===== src/rtl/uart_pkg.sv =====
// Shared UART definitions: transmitter FSM states, oversample rate and prescale helper.
package uart_pkg;

  localparam int unsigned OversampleRate = 8;

  typedef enum logic [2:0] {
    IDLE,
    START,
    DATA,
    PARITY,
    STOP
  } tx_state_e;

  // Prescale value for a given clock and baud rate (clocks per oversample tick).
  function automatic int unsigned prescale_f(input int unsigned clk_hz, input int unsigned baud);
    return clk_hz / (baud * OversampleRate);
  endfunction

endpackage


===== src/rtl/uart_baud_tick.sv =====
// Bit-period timer: prescale counter feeding a 3-bit oversample counter; bit_done_o marks
// the last clock of each 8*Prescale-clock bit. Shared by the UART transmitter and receiver.
module uart_baud_tick
  import uart_pkg::*;
#(
  parameter logic [15:0] Prescale = 16'd27
) (
  input  logic clk_i,
  input  logic reset_ni,
  input  logic clear_i,
  output logic bit_done_o
);

  // A prescale of zero behaves like one.
  localparam logic [15:0] PrescMax = (Prescale == 16'd0) ? 16'd0 : Prescale - 16'd1;
  localparam logic [2:0]  OsMax    = 3'(OversampleRate - 1);

  logic [15:0] presc_cnt_q;
  logic [2:0]  os_cnt_q;
  logic        tick;

  assign tick       = (presc_cnt_q == PrescMax);
  assign bit_done_o = tick && (os_cnt_q == OsMax);

  always_ff @(posedge clk_i or negedge reset_ni) begin
    if (!reset_ni) begin
      presc_cnt_q <= 16'd0;
      os_cnt_q    <= 3'd0;
    end else if (clear_i) begin
      presc_cnt_q <= 16'd0;
      os_cnt_q    <= 3'd0;
    end else if (tick) begin
      presc_cnt_q <= 16'd0;
      os_cnt_q    <= os_cnt_q + 3'd1;
    end else begin
      presc_cnt_q <= presc_cnt_q + 16'd1;
    end
  end

endmodule


===== src/rtl/uart_tx.sv =====
// UART transmitter: ready/valid byte in, start + DataWidth bits LSB first + StopBits stop bits out.
// Define UART_TX_PARITY_EN to insert an even-parity bit between data and stop bits.
module uart_tx
  import uart_pkg::*;
#(
  parameter logic [15:0] Prescale  = 16'd27,
  parameter int unsigned DataWidth = 8,
  parameter int unsigned StopBits  = 1
) (
  input  logic                 clk_i,
  input  logic                 reset_ni,
  input  logic [DataWidth-1:0] data_i,
  input  logic                 valid_i,
  output logic                 ready_o,
  output logic                 tx_o,
  output logic                 busy_o
);

  localparam int unsigned         BitCntW  = $clog2(DataWidth + 1);
  localparam logic [BitCntW-1:0]  LastData = BitCntW'(DataWidth - 1);
  localparam logic [BitCntW-1:0]  LastStop = BitCntW'(StopBits - 1);

  tx_state_e            state_q, state_d;
  logic [DataWidth-1:0] shift_q, shift_d;
  logic [BitCntW-1:0]   bit_cnt_q, bit_cnt_d;
  logic                 tx_q, tx_d;
  logic                 ready_q, ready_d;
  logic                 busy_q, busy_d;
  logic                 handshake;
  logic                 bit_done;
  logic                 cnt_clear;
`ifdef UART_TX_PARITY_EN
  logic                 parity_q, parity_d;
`endif

  assign handshake = valid_i && ready_q;
  // Restart bit timing on every state change so each bit is exactly 8*Prescale clocks.
  assign cnt_clear = (state_q == IDLE) || (state_d != state_q);

  uart_baud_tick #(
    .Prescale(Prescale)
  ) u_baud_tick (
    .clk_i     (clk_i),
    .reset_ni  (reset_ni),
    .clear_i   (cnt_clear),
    .bit_done_o(bit_done)
  );

  always_ff @(posedge clk_i or negedge reset_ni) begin
    if (!reset_ni) begin
      state_q   <= IDLE;
      shift_q   <= '0;
      bit_cnt_q <= '0;
      tx_q      <= 1'b1;
      ready_q   <= 1'b1;
      busy_q    <= 1'b0;
`ifdef UART_TX_PARITY_EN
      parity_q  <= 1'b0;
`endif
    end else begin
      state_q   <= state_d;
      shift_q   <= shift_d;
      bit_cnt_q <= bit_cnt_d;
      tx_q      <= tx_d;
      ready_q   <= ready_d;
      busy_q    <= busy_d;
`ifdef UART_TX_PARITY_EN
      parity_q  <= parity_d;
`endif
    end
  end

  always_comb begin
    state_d = state_q;
    case (state_q)
      IDLE:  if (handshake) state_d = START;
      START: if (bit_done) state_d = DATA;
      DATA: begin
        if (bit_done && (bit_cnt_q == LastData)) begin
`ifdef UART_TX_PARITY_EN
          state_d = PARITY;
`else
          state_d = STOP;
`endif
        end
      end
`ifdef UART_TX_PARITY_EN
      PARITY: if (bit_done) state_d = STOP;
`endif
      STOP:  if (bit_done && (bit_cnt_q == LastStop)) state_d = IDLE;
      default: state_d = IDLE;
    endcase
  end

  // Outputs are computed from the next state so tx_o/ready_o/busy_o flops line up with state_q.
  always_comb begin
    shift_d   = shift_q;
    bit_cnt_d = bit_cnt_q;
    tx_d      = 1'b1;
    ready_d   = (state_d == IDLE);
    busy_d    = (state_d != IDLE);
`ifdef UART_TX_PARITY_EN
    parity_d  = parity_q;
`endif

    if (handshake) begin
      shift_d  = data_i;
`ifdef UART_TX_PARITY_EN
      parity_d = ^data_i;
`endif
    end else if ((state_q == DATA) && bit_done) begin
      shift_d = shift_q >> 1;
    end

    if (state_d != state_q) begin
      bit_cnt_d = '0;
    end else if (bit_done) begin
      bit_cnt_d = bit_cnt_q + BitCntW'(1);
    end

    case (state_d)
      START:  tx_d = 1'b0;
      DATA:   tx_d = shift_d[0];
`ifdef UART_TX_PARITY_EN
      PARITY: tx_d = parity_d;
`endif
      default: tx_d = 1'b1;
    endcase
  end

  assign tx_o    = tx_q;
  assign ready_o = ready_q;
  assign busy_o  = busy_q;

endmodule


===== config.mk =====
export PLATFORM = sky130hd
export DESIGN_NAME = uart_tx
export DESIGN_NICKNAME = d
export VERILOG_FILES = /design/src/rtl/uart_pkg.sv /design/src/rtl/uart_baud_tick.sv /design/src/rtl/uart_tx.sv
export SDC_FILE = /design/constraint.sdc
export NUM_CORES = 1
export LEC_CHECK = 0
export ABC_AREA = 1
export CAP_MARGIN = 20
export CORE_ASPECT_RATIO = 0.5
export CORE_MARGIN = 8
export CORE_UTILIZATION = 65
export CTS_BUF_LIST = sky130_fd_sc_hd__clkbuf_8
export DETAILED_ROUTE_END_ITERATION = 16
export PLACE_DENSITY = 0.87
export SYNTH_ARGS = -nofsm -noshare
export SYNTH_HDL_FRONTEND = slang
export SYNTH_SLANG_ARGS = --single-unit

===== constraint.sdc =====
create_clock -name clk_i -period 4.53 [get_ports clk_i]
set_input_delay 0.906 -clock clk_i [delete_from_list [all_inputs] [get_ports clk_i]]
set_output_delay 0.906 -clock clk_i [all_outputs]
set_load 0.02 [all_outputs]

==> summary.md, run 1 <==
| Metric | Value |
|---|---|
| Fraction of layout cells with a size suffix above 1 | `13.31%` |
| RePlAce Congestion | `0.8743` |
| DR vias | `1669` |
| Final nets | `279` |
| Root Driver | `clkbuf_8` |
| Family with the most delay on the worst path | `buffers and inverters` |
| Power Dens Cells | `around 250 nW/um^2` |
| DRT iter0 DRCs | `47` |
| I/O pins | `14` |
| Hold endpoint | `shift_q[1]$_DFFE_PN0P_` |
| Syn Inst Count | `244` |
| Crit-path slowest cell | `clkdlybuf4s50_1` |
| FFs w/ async S/R, synth | `100.0%` |
| Critical Path, Cell by Cell | `clkdlybuf4s50_1` |
| Die height | `between 50 and 60 microns` |
| Drt total wl | `4367 microns` |
| First-pass GRT wire length | `between 7000 and 8000 microns` |
| Main synth FF type | `dfrtp_1` |
| Full die area | `5380 sq um` |
| Num CTS Buffers | `5` |
| Yosys reg bits | `37` |
| Cell Area, Synth | `2082 sq um` |
| WP buf/inv | `1` |
| Core area | `3030 sq um` |
| Vias in the first global route | `1716` |
| R2r startpoint | `u_baud_tick.presc_cnt_q[0]$_DFF_PN0_` |
| Rel. slew slack | `between 40 and 50%` |
| Detailed Place HPWL | `around 3200 microns` |
| Via-per-instance ratio | `5.508` |
| Post-synthesis sequential area ratio | `44.59%` |
| Worst Setup End Kind | `primary output` |
| Setup TNS Final | `0 ns` |
| WL per Instance | `14.41 microns` |
| Antenna Nets Post-Route | `0` |
| Status | `finished clean` |
| Worst skew pair latency | `0.30 ns` |
| Cell variety after synth | `34` |
| Maximum clock path buffer count | `2` |
| VDD IR max | `0.2080 mV` |
| Worst Path Arrival | `around 1.4 ns` |
| Clock sink total | `37` |
| Syn avg cell area | `8.533 sq um` |
| Worst Reg-to-Reg Cells | `11` |
| Flop2flop setup slack | `2.54 ns` |
| Non-Filler Instances | `303` |
| Slew Limit Fails | `0` |
| EDFF count, synth | `0` |
| Ant diodes | `0` |
| Period utilisation layout | `51.46%` |
| Worst reg2reg endpoint | `u_baud_tick.os_cnt_q[2]$_DFFE_PN0P_` |
| Worst hold slack | `0.5152 ns` |
| Least-Margin Pin Slew | `approximately 0.80 ns` |
| Detailed-route DRC error count | `0` |
| Worst Skew | `0.008767 ns` |
| Leak Pwr | `1.043 nW` |
| Hold path startpoint | `shift_q[1]$_DFFE_PN0P_` |
| DP Cell Count | `295` |
| Slowest stage delay, CP | `0.60 ns` |
| CTS tree | `yes` |
| Initial antenna violation count | `0` |
| Initial Utilization | `68.70%` |
| Global route total overflow | `0` |
| Cts hold-fix bufs | `0` |
| Fin. Hold Viols | `0` |
| Final min period | `2.331 ns` |
| Post-place setup slack | `1.899 ns` |
| Layout fillers | `approximately 210` |
| Critical Path Stages | `1` |
| Max Cap Viol | `0` |
| Hold path cells | `2` |
| Drt pass-1 iters | `4` |
| Final worst slack | `2.199 ns` |
| Gr usage total | `about 18%` |
| Min-delay worst type | `reg2reg` |
| H-tree depth | `2` |
| Fmax | `approximately 430 MHz` |
| Setup Crit Path Kind | `reg2out` |
| Synth Net Count | `261` |
| RSZ-0062 raised after global routing | `false` |
| Row count | `14` |
| Largest net degree at the start of global routing | `38` |
| Die width | `96.04 microns` |
| Final setup vio count | `0` |
| # Post-CTS Setup Buffers | `0` |
| Port bufs | `13` |
| Worst EP required | `3.62 ns` |
| Synth warnings | `0` |
| PostCTS Resize Cnt | `0` |
| CP max FO | `2` |
| Worst Setup Start Kind | `flip-flop` |
| Synth-to-Final Area Change | `11.84%` |
| Clk slew on worst S/H paths | `0.07 ns` |
==> synthesized netlist by cell type (2+ instances only) <==
| cell | number | area share (%) |
|---|---|---|
| o21ai_0 | 4 | 0.96 |
| nor2_2 | 13 | 3.9 |
| nor3_1 | 7 | 1.7 |
| dfrtp_1 | 35 | 42 |
| nand2_1 | 38 | 6.9 |
| a22oi_1 | 2 | 0.72 |
| dfstp_2 | 2 | 2.5 |
| o21ai_2 | 2 | 0.84 |
| o21bai_1 | 2 | 0.72 |
| nand4_1 | 6 | 1.8 |
| xor2_1 | 14 | 5.9 |
| inv_1 | 30 | 5.4 |
| nand3_1 | 17 | 4.1 |
| nor4_1 | 4 | 1.2 |
| nand2_2 | 3 | 0.90 |
| mux2i_1 | 2 | 0.96 |
| nor2_1 | 34 | 6.1 |
| ha_1 | 6 | 3.6 |
| nor2_4 | 3 | 1.6 |
| nand3_4 | 2 | 1.7 |
| o211ai_1 | 5 | 1.8 |
==> report_power, final <==
part | switching, mW | internal (mW) | total (mW) | leakage (nW)
Combinational | 0.00723 | 0.00705 | 0.0143 | 0.516
Clock | 0.122 | 0.120 | 0.242 | 0.0538
Sequential | 0 | 0.330 | 0.330 | 0.474
Total | 0.129 | 0.457 | 0.586 | 1.04
==> per-stage QoR <==
stage / area, sq um / total power [mW] / util, %
final: 2328 / 0.5864 / 76.84
after global routing: 2328 / 0.6046 / 76.84
after CTS: 2328 / 0.5888 / 76.84
after detailed placement: 2238 / 0.3514 / 73.86
after global placement: 2238 / 0.3511 / 73.86
after floorplan: 2082 / 0.3367 / -
==> kinds of logic after synthesis <==
| logic type | share of synthesized area (%) |
|---|---|
| xor+xnor | 6.310 |
| fa+ha+maj | 3.606 |
| mux | 0.9616 |
| compound gates | 7.512 |
| flops | 44.59 |
| buf+inv | 6.490 |
| simple gates | 30.53 |
==> state kept, by name (all words and copies together), names as in the netlist <==
register / flops
tx_o: 1
u_baud_tick.presc_cnt_q: 16
ready_o: 1
state_q: 3
shift_q: 8
u_baud_tick.os_cnt_q: 3
bit_cnt_q: 4
busy_o: 1
==> worst max path at each step <==
stage          slack (ns)                                    end         startpoint
2_1_floorplan        2.71  u_baud_tick.presc_cnt_q[14]$_DFF_PN0_            valid_i
3_3_place_gp         2.01   u_baud_tick.presc_cnt_q[4]$_DFF_PN0_            valid_i
3_5_place_dp         1.90    u_baud_tick.os_cnt_q[2]$_DFFE_PN0P_            valid_i
4_1_cts              2.19                                ready_o  ready_o$_DFF_PN1_
5_1_grt              2.07    u_baud_tick.os_cnt_q[2]$_DFFE_PN0P_            valid_i
6_report             2.20                                ready_o  ready_o$_DFF_PN1_
==> layout make-up <==
class                      instances  area (sq um)  area share (%)
multi-input combinational        174          1018           43.74
sequential                        37         928.4           39.87
timing repair buffer              13         125.1           5.373
inverter                          31         116.4           4.997
clock buffer                       6         82.58           3.546
tap                               40         50.05           2.149
clock inverter                     2         7.507          0.3224
==> worst register-to-register path: stages, from the launching register on <==
cell     delay (ns)
dfrtp_1        0.41
inv_1          0.11
ha_1           0.18
nand2_1        0.05
inv_1          0.06
nand2_2        0.08
nor2_4         0.15
nand3_4        0.14
o21ai_2        0.19
nand2_1        0.13
nand3_4        0.27
nor2_1         0.10
==> cells in the final DEF, fill, tap and decap left out, drive strengths merged, types with 6 or more instances in the layout <==
master         synthesis  final
clkbuf                 1      6
clkdlybuf4s50          0     12
dfrtp                 35     35
ha                     6      6
inv                   31     33
nand2                 41     41
nand3                 19     19
nand4                  6      6
nor2                  50     50
nor3                   7      7
o21ai                  7      7
xor2                  14     14
==> metal layers <==
metal	share of wire [%]	track usage, %	wire (microns)	up-vias
met5	0	0	0	-
met4	1.5	7.375	65	0
met3	5.0	4.980	217	8
met2	47	29.22	2051	42
met1	47	21.57	2032	790
li1	-	-	-	829
(Power assumes the default switching activity.)
==> run 2: changes to the inputs <==
--- a/config.mk
+++ b/config.mk
@@ -9,10 +9,10 @@
 export CAP_MARGIN = 20
 export CORE_ASPECT_RATIO = 0.5
 export CORE_MARGIN = 8
-export CORE_UTILIZATION = 65
+export CORE_UTILIZATION = 61
 export CTS_BUF_LIST = sky130_fd_sc_hd__clkbuf_8
 export DETAILED_ROUTE_END_ITERATION = 16
-export PLACE_DENSITY = 0.87
+export PLACE_DENSITY = 0.82
 export SYNTH_ARGS = -nofsm -noshare
 export SYNTH_HDL_FRONTEND = slang
 export SYNTH_SLANG_ARGS = --single-unit
==> constraint.sdc (replaced) <==
create_clock -name clk_i -period 2.4 [get_ports clk_i]
set_input_delay 0.48 -clock clk_i [delete_from_list [all_inputs] [get_ports clk_i]]
set_output_delay 0.48 -clock clk_i [all_outputs]
set_load 0.02 [all_outputs]
==> summary.md, run 2 (synthesis gave the netlist of run 1 again) <==
| Metric | Value |
|---|---|
| Status | `finished clean` |
| Setup TNS Final | `0 ns (unchanged)` |
| Final setup vio count | `0 (unchanged)` |
| Fmax | `roughly 520 MHz` |
| Final core utilization | `69.94% (-6.9 points)` |
| H-tree depth | `2 (unchanged)` |
| Detailed-route DRC error count | `0 (unchanged)` |
| Antenna Nets Post-Route | `0 (unchanged)` |
| First-pass GRT wire length | `7203 microns (-4.8%)` |
| Drt total wl | `4113 microns (-5.8%)` |
| Row count | `15 (+1)` |
| Power Dens Cells | `482.2 nW/um^2 (+91%)` |
| Clk slew on worst S/H paths | `0.08 ns (about the same)` |
| Clock sink total | `37 (unchanged)` |
| Max reg flops | `16 (unchanged)` |
| Min-delay worst type | `in2async` |
| Full die area | `5652 sq um (+5.1%)` |
| Period utilisation layout | `79.76%` |
| Worst skew pair latency | `0.29 ns (about the same)` |
| Synth-to-Final Area Change | `12.86%` |
| WL per Instance | `13.44 microns (-6.7%)` |
| Final nets | `280 (+0.36%)` |
| Maximum clock path buffer count | `2 (unchanged)` |
| DR vias | `1671 (+0.12%)` |
| Initial antenna violation count | `0 (unchanged)` |
| Worst Setup Start Kind | `flip-flop` |
| RePlAce Congestion | `0.9369 (+7.2%)` |
| I/O pins | `14 (unchanged)` |
| Cts hold-fix bufs | `0 (unchanged)` |
| PostCTS Resize Cnt | `0 (unchanged)` |
| # Post-CTS Setup Buffers | `0 (unchanged)` |
| Sequential Area | `928.4 sq um (unchanged)` |
| Most common cell after layout, fill and taps aside | `nand2_1` |
| Worst Setup End Kind | `flip-flop` |
| Most flop-heavy register | `u_baud_tick.presc_cnt_q` |
| Ant diodes | `0 (unchanged)` |
| Worst EP required | `2.57 ns (-1.05 ns)` |
| Final min period | `1.914 ns` |
| DRT iter0 DRCs | `81 (+72%)` |
| RSZ-0062 raised after global routing | `false` |
| Max Cap Viol | `0 (unchanged)` |
| CTS tree | `yes` |
| Fin. Hold Viols | `0 (unchanged)` |
| Worst Path Arrival | `2.09 ns (+0.67 ns)` |
| Core area | `3359 sq um (+11%)` |
| Detailed Place HPWL | `3004 microns (-6.6%)` |
| Layout fillers | `235 (+9.8%)` |
| Setup Crit Path Kind | `reg2reg` |
| Die height | `57.31 microns (+2.3%)` |
| Leak Pwr | `1.048 nW (+0.44%)` |
| Worst Skew | `0.006014 ns (-0.002754 ns)` |
| Rel. slew slack | `45.93% (-0.67 points)` |
| Port bufs | `13 (unchanged)` |
| Largest net degree at the start of global routing | `38 (unchanged)` |
| Die width | `98.62 microns (+2.7%)` |
| Most frequent cells in the layout | `38 x nand2_1, 35 x dfrtp_1, 34 x nor2_1` |
| Slew Limit Fails | `0 (unchanged)` |
| Initial Utilization | `61.97% (-6.7 points)` |
| Drt pass-1 iters | `4 (unchanged)` |
| Top flop regs | `u_baud_tick.presc_cnt_q x16, shift_q x8, bit_cnt_q x4` |
| Gr usage total | `15.76% (-2.2 points)` |
| Least-Margin Pin Slew | `0.8111 ns (+0.01007 ns)` |
| Tot Pwr | `1.133 mW (+93%)` |
| Via-per-instance ratio | `5.461 (-0.86%)` |
| Fraction of layout cells with a size suffix above 1 | `14.39% (+1.1 points)` |
| Root Driver | `clkbuf_8` |
| CP max FO | `19 (+17)` |
| Global route total overflow | `0 (unchanged)` |
| Num CTS Buffers | `5 (unchanged)` |
| Footprint of the multi-input gates | `1018 sq um (unchanged)` |
| Vias in the first global route | `1654 (-3.6%)` |
| Flop2flop setup slack | `0.49 ns (-2.05 ns)` |
| VDD IR max | `0.3653 mV (+76%)` |
==> run 2: changes by cell type in the layout (fill, tap and decap cells not counted), sizes merged <==
cell and change:
buf +1, clkbuf +1, inv -2, clkinv +1
==> run 2: through the flow <==
stage	hold slack, ns	area (sq um)	std cells	setup WS (ns)
2_1_floorplan	0.1844	2082	244	0.6675
3_5_place_dp	0.5124	2248	298	0.4526
4_1_cts	0.3087	2350	306	0.4829
5_1_grt	0.3540	2350	306	0.2732
6_report	0.2766	2350	306	0.4858
3_3_place_gp	0.4884	2248	298	0.4971
==> run 2: final timing paths <==
check	cells after the start	startpoint	to
worst max-delay path	11	u_baud_tick.presc_cnt_q[0]$_DFF_PN0_	u_baud_tick.presc_cnt_q[15]$_DFF_PN0_
worst min-delay path	1	reset_ni	u_baud_tick.presc_cnt_q[4]$_DFF_PN0_
worst max register to register	11	u_baud_tick.presc_cnt_q[0]$_DFF_PN0_	u_baud_tick.presc_cnt_q[15]$_DFF_PN0_
worst min register to register	1	shift_q[7]$_DFFE_PN0P_	shift_q[7]$_DFFE_PN0P_
max in group asynchronous	1	reset_ni	state_q[2]$_DFF_PN0_
min in group clk_i	1	shift_q[7]$_DFFE_PN0P_	shift_q[7]$_DFFE_PN0P_
==> run 2: cell type report <==
type                            count  area share [%]
Inverter                           31           4.952
Sequential cell                    37           39.51
Timing Repair Buffer               14           5.644
Tap cell                           42           2.236
Multi-Input combinational cell    174           43.34
Clock buffer                        7           4.100
Clock inverter                      1          0.2130
==> run 2: where the power goes <==
| part | internal [mW] | switching (mW) |
|---|---|---|
| Clock | 0.260 | 0.223 |
| Sequential | 0.623 | 0 |
| Combinational | 0.0133 | 0.0137 |
| Total | 0.896 | 0.237 |
==> run 2: worst max-delay path, stage by stage (launching register included) <==
cell and delay (ns):
dfrtp_1 0.40, inv_1 0.11, ha_1 0.17, nand2_1 0.05, inv_1 0.06, nand2_2 0.07, nor2_4 0.13, nand3_4 0.13
o21ai_2 0.17, nand2_1 0.13, nand3_4 0.28, nor2_1 0.08
==> run 2: metal layers <==
metal	vias up	global-route usage [%]	part of all wire, %	wire [microns]
li1	832	-	-	-
met3	15	4.727	4.1	170
met5	-	0	0	0
met4	0	5.616	1.9	80
met1	790	18.88	46	1902
met2	34	26.51	48	1960
==> variant: new RTL, flow settings as in run 2 <==
Build with the macro `UART_TX_PARITY_EN` defined.
--- a/src/rtl/uart_tx.sv
+++ b/src/rtl/uart_tx.sv
@@ -2,2 +2,4 @@
 // Define UART_TX_PARITY_EN to insert an even-parity bit between data and stop bits.
+`define UART_TX_PARITY_EN
+
 module uart_tx
Behaviour: no difference found for any inputs over 10 cycles, from zero or initial values and one cycle with reset_ni low; that may be too few to reach the edited logic, so the function may still have changed.
==> variant against run 2 <==
Cell area is 9.4% higher. Core utilization grew 2.9 points. Sequential share of layout area is 2.4 points lower. Setup slack got worse by 0.12 ns. Routed wire length grew 16%. Synthesized area rose by 11%. Global-route usage increased by 1.1 points. Clock skew fell by 0.0041 ns. Fmax decreased by 5.8%. Sequential cell count up 1. Largest cell class unchanged.
Power is not compared: it rests on default switching activity, and its combinational part moved more than twofold at a synthesized area within 25%.
==> variant: results (changes against run 2) <==
stage	metric	value	unit	change
detailed_routing	Starting DRT DRC Count	86		+6.2%
cts	Root Buffer	clkbuf_8		
min_path	Hold Path Class	primary input to async pin		
grt	Total GRT Usage	16.86	%	+1.1 points
sta	clock skew	0.001908	ns	-0.004106 ns
run_status	status	finished, final reports clean		
layout	# diodes	0		unchanged
detailed_routing	antenna viol nets, final	0		unchanged
cts	buffer count from post-CTS setup fixing	0		unchanged
setup_path	CP Max Fanout	19		unchanged
grt	largest net degree at the start of global routing	39		+2.6%
placement	HPWL after DPL	3569	um	+19%
grt	vias in the first global route	1849		+12%
cts	Worst-path clk slew	0.07	ns	
detailed_routing	Via density	5.405		-1.0%
layout	fraction of layout cells with a size suffix above 1	14.42	%	+0.029 points
layout	Largest regs	u_baud_tick.presc_cnt_q (16), shift_q (8), bit_cnt_q (4)		
layout	NumNets Final	328		+17%
grt	first-pass GRT wire length	8121	um	+13%
detailed_routing	Pre-Repair DR Iteration Count	4		unchanged
detailed_routing	wire per inst	13.18	um	-2.0%
logic_synthesis	Yosys cell types	30		-12%
logic_synthesis	most instantiated cells after synthesis	nand2_1 (60), inv_1 (43), dfrtp_1 (36), nor2_1 (33), nand3_1 (26)		
logic_synthesis	Yosys warnings	0		unchanged
logic_synthesis	dominant synthesized flop cell	dfrtp_1		
setup_path	CP delay by family, top	simple AND/OR/NAND/NOR gates		
placement	RD Place Congestion	0.9101		-2.9%
pwr	worst vdd ir	307.1	uV	
setup_path	critical path's slowest cell	dfrtp_1		
placement	port bufs	13		unchanged
grt	antenna violations before repair	0		unchanged
cts	clock latency on the worst-skew pair	0.29	ns	about the same
sta	worst-margin pin slew	0.8025	ns	-0.008521 ns
cts	# H-tree levels	2		unchanged
logic_synthesis	register area share after synthesis	41.21	%	-3.4 points
setup_path	crit path DAT	2.20	ns	+0.11 ns
logic_synthesis	largest cells by area after synthesis	dfrtp_1 (39%), nand2_1 (9.7%), inv_1 (7.0%)		
cts	CTS Buffer Depth	2		unchanged
logic_synthesis	post-synthesis net count	310		+19%
logic_synthesis	asr flop ratio synth	100.0	%	unchanged
cts	cts hold-fix bufs	0		unchanged
variant: layer usage:
layer	vias to the layer above	share of wire (%)	global-route usage, %
li1	968	-	-
met1	920	44	20.08
met2	59	47	28.08
met3	15	6.6	4.684
met4	0	2.4	7.128
met5	-	0	0
variant: logic make-up after synthesis:
logic type / synth area share (%)
buf+inv: 9.140
fa+ha+maj: 3.245
flops: 41.21
xor+xnor: 6.057
compound gates: 4.867
mux: 0.8654
simple gates: 34.61
variant: through the flow:
stage / instances / cell area, um2 / hold slack (ns) / worst slack, ns
floorplan: 293 / 2313 / 0.1844 / 0.6558
global route: 363 / 2570 / 0.3449 / 0.1613
global placement: 355 / 2475 / 0.4698 / 0.2938
CTS: 363 / 2570 / 0.3047 / 0.3847
finish: 363 / 2570 / 0.2700 / 0.3683
detailed placement: 355 / 2475 / 0.4659 / 0.2208
variant: cell type report:
type	instances	area (um2)
multi-input combinational	204	1149
fill	279	958.4
sequential	38	953.4
inverter	49	183.9
timing repair buffer	13	125.1
clock buffer	6	82.58
tap	51	63.81
clock inverter	2	12.51
variant: final timing paths:
kind                                       startpoint                         end  slack [ns]  depth (start not counted)
hold / removal                               reset_ni  u_baud_tick.presc_cnt_q[1]        0.27                          1
setup / recovery           u_baud_tick.presc_cnt_q[0]  u_baud_tick.presc_cnt_q[3]        0.37                         11
hold reg to reg                              parity_q                    parity_q        0.49                          2
max in group asynchronous                    reset_ni  u_baud_tick.presc_cnt_q[4]        1.61                          1
min in group clk_i                           parity_q                    parity_q        0.49                          2
setup reg to reg           u_baud_tick.presc_cnt_q[0]  u_baud_tick.presc_cnt_q[3]        0.37                         11
variant: where the power goes:
group	internal [uW]	switching [uW]	leakage, uW
sequential	640	0	0.000483
combinational	24.3	29.6	0.000693
clock	231	224	0.0000472
total	895	253	0.00122
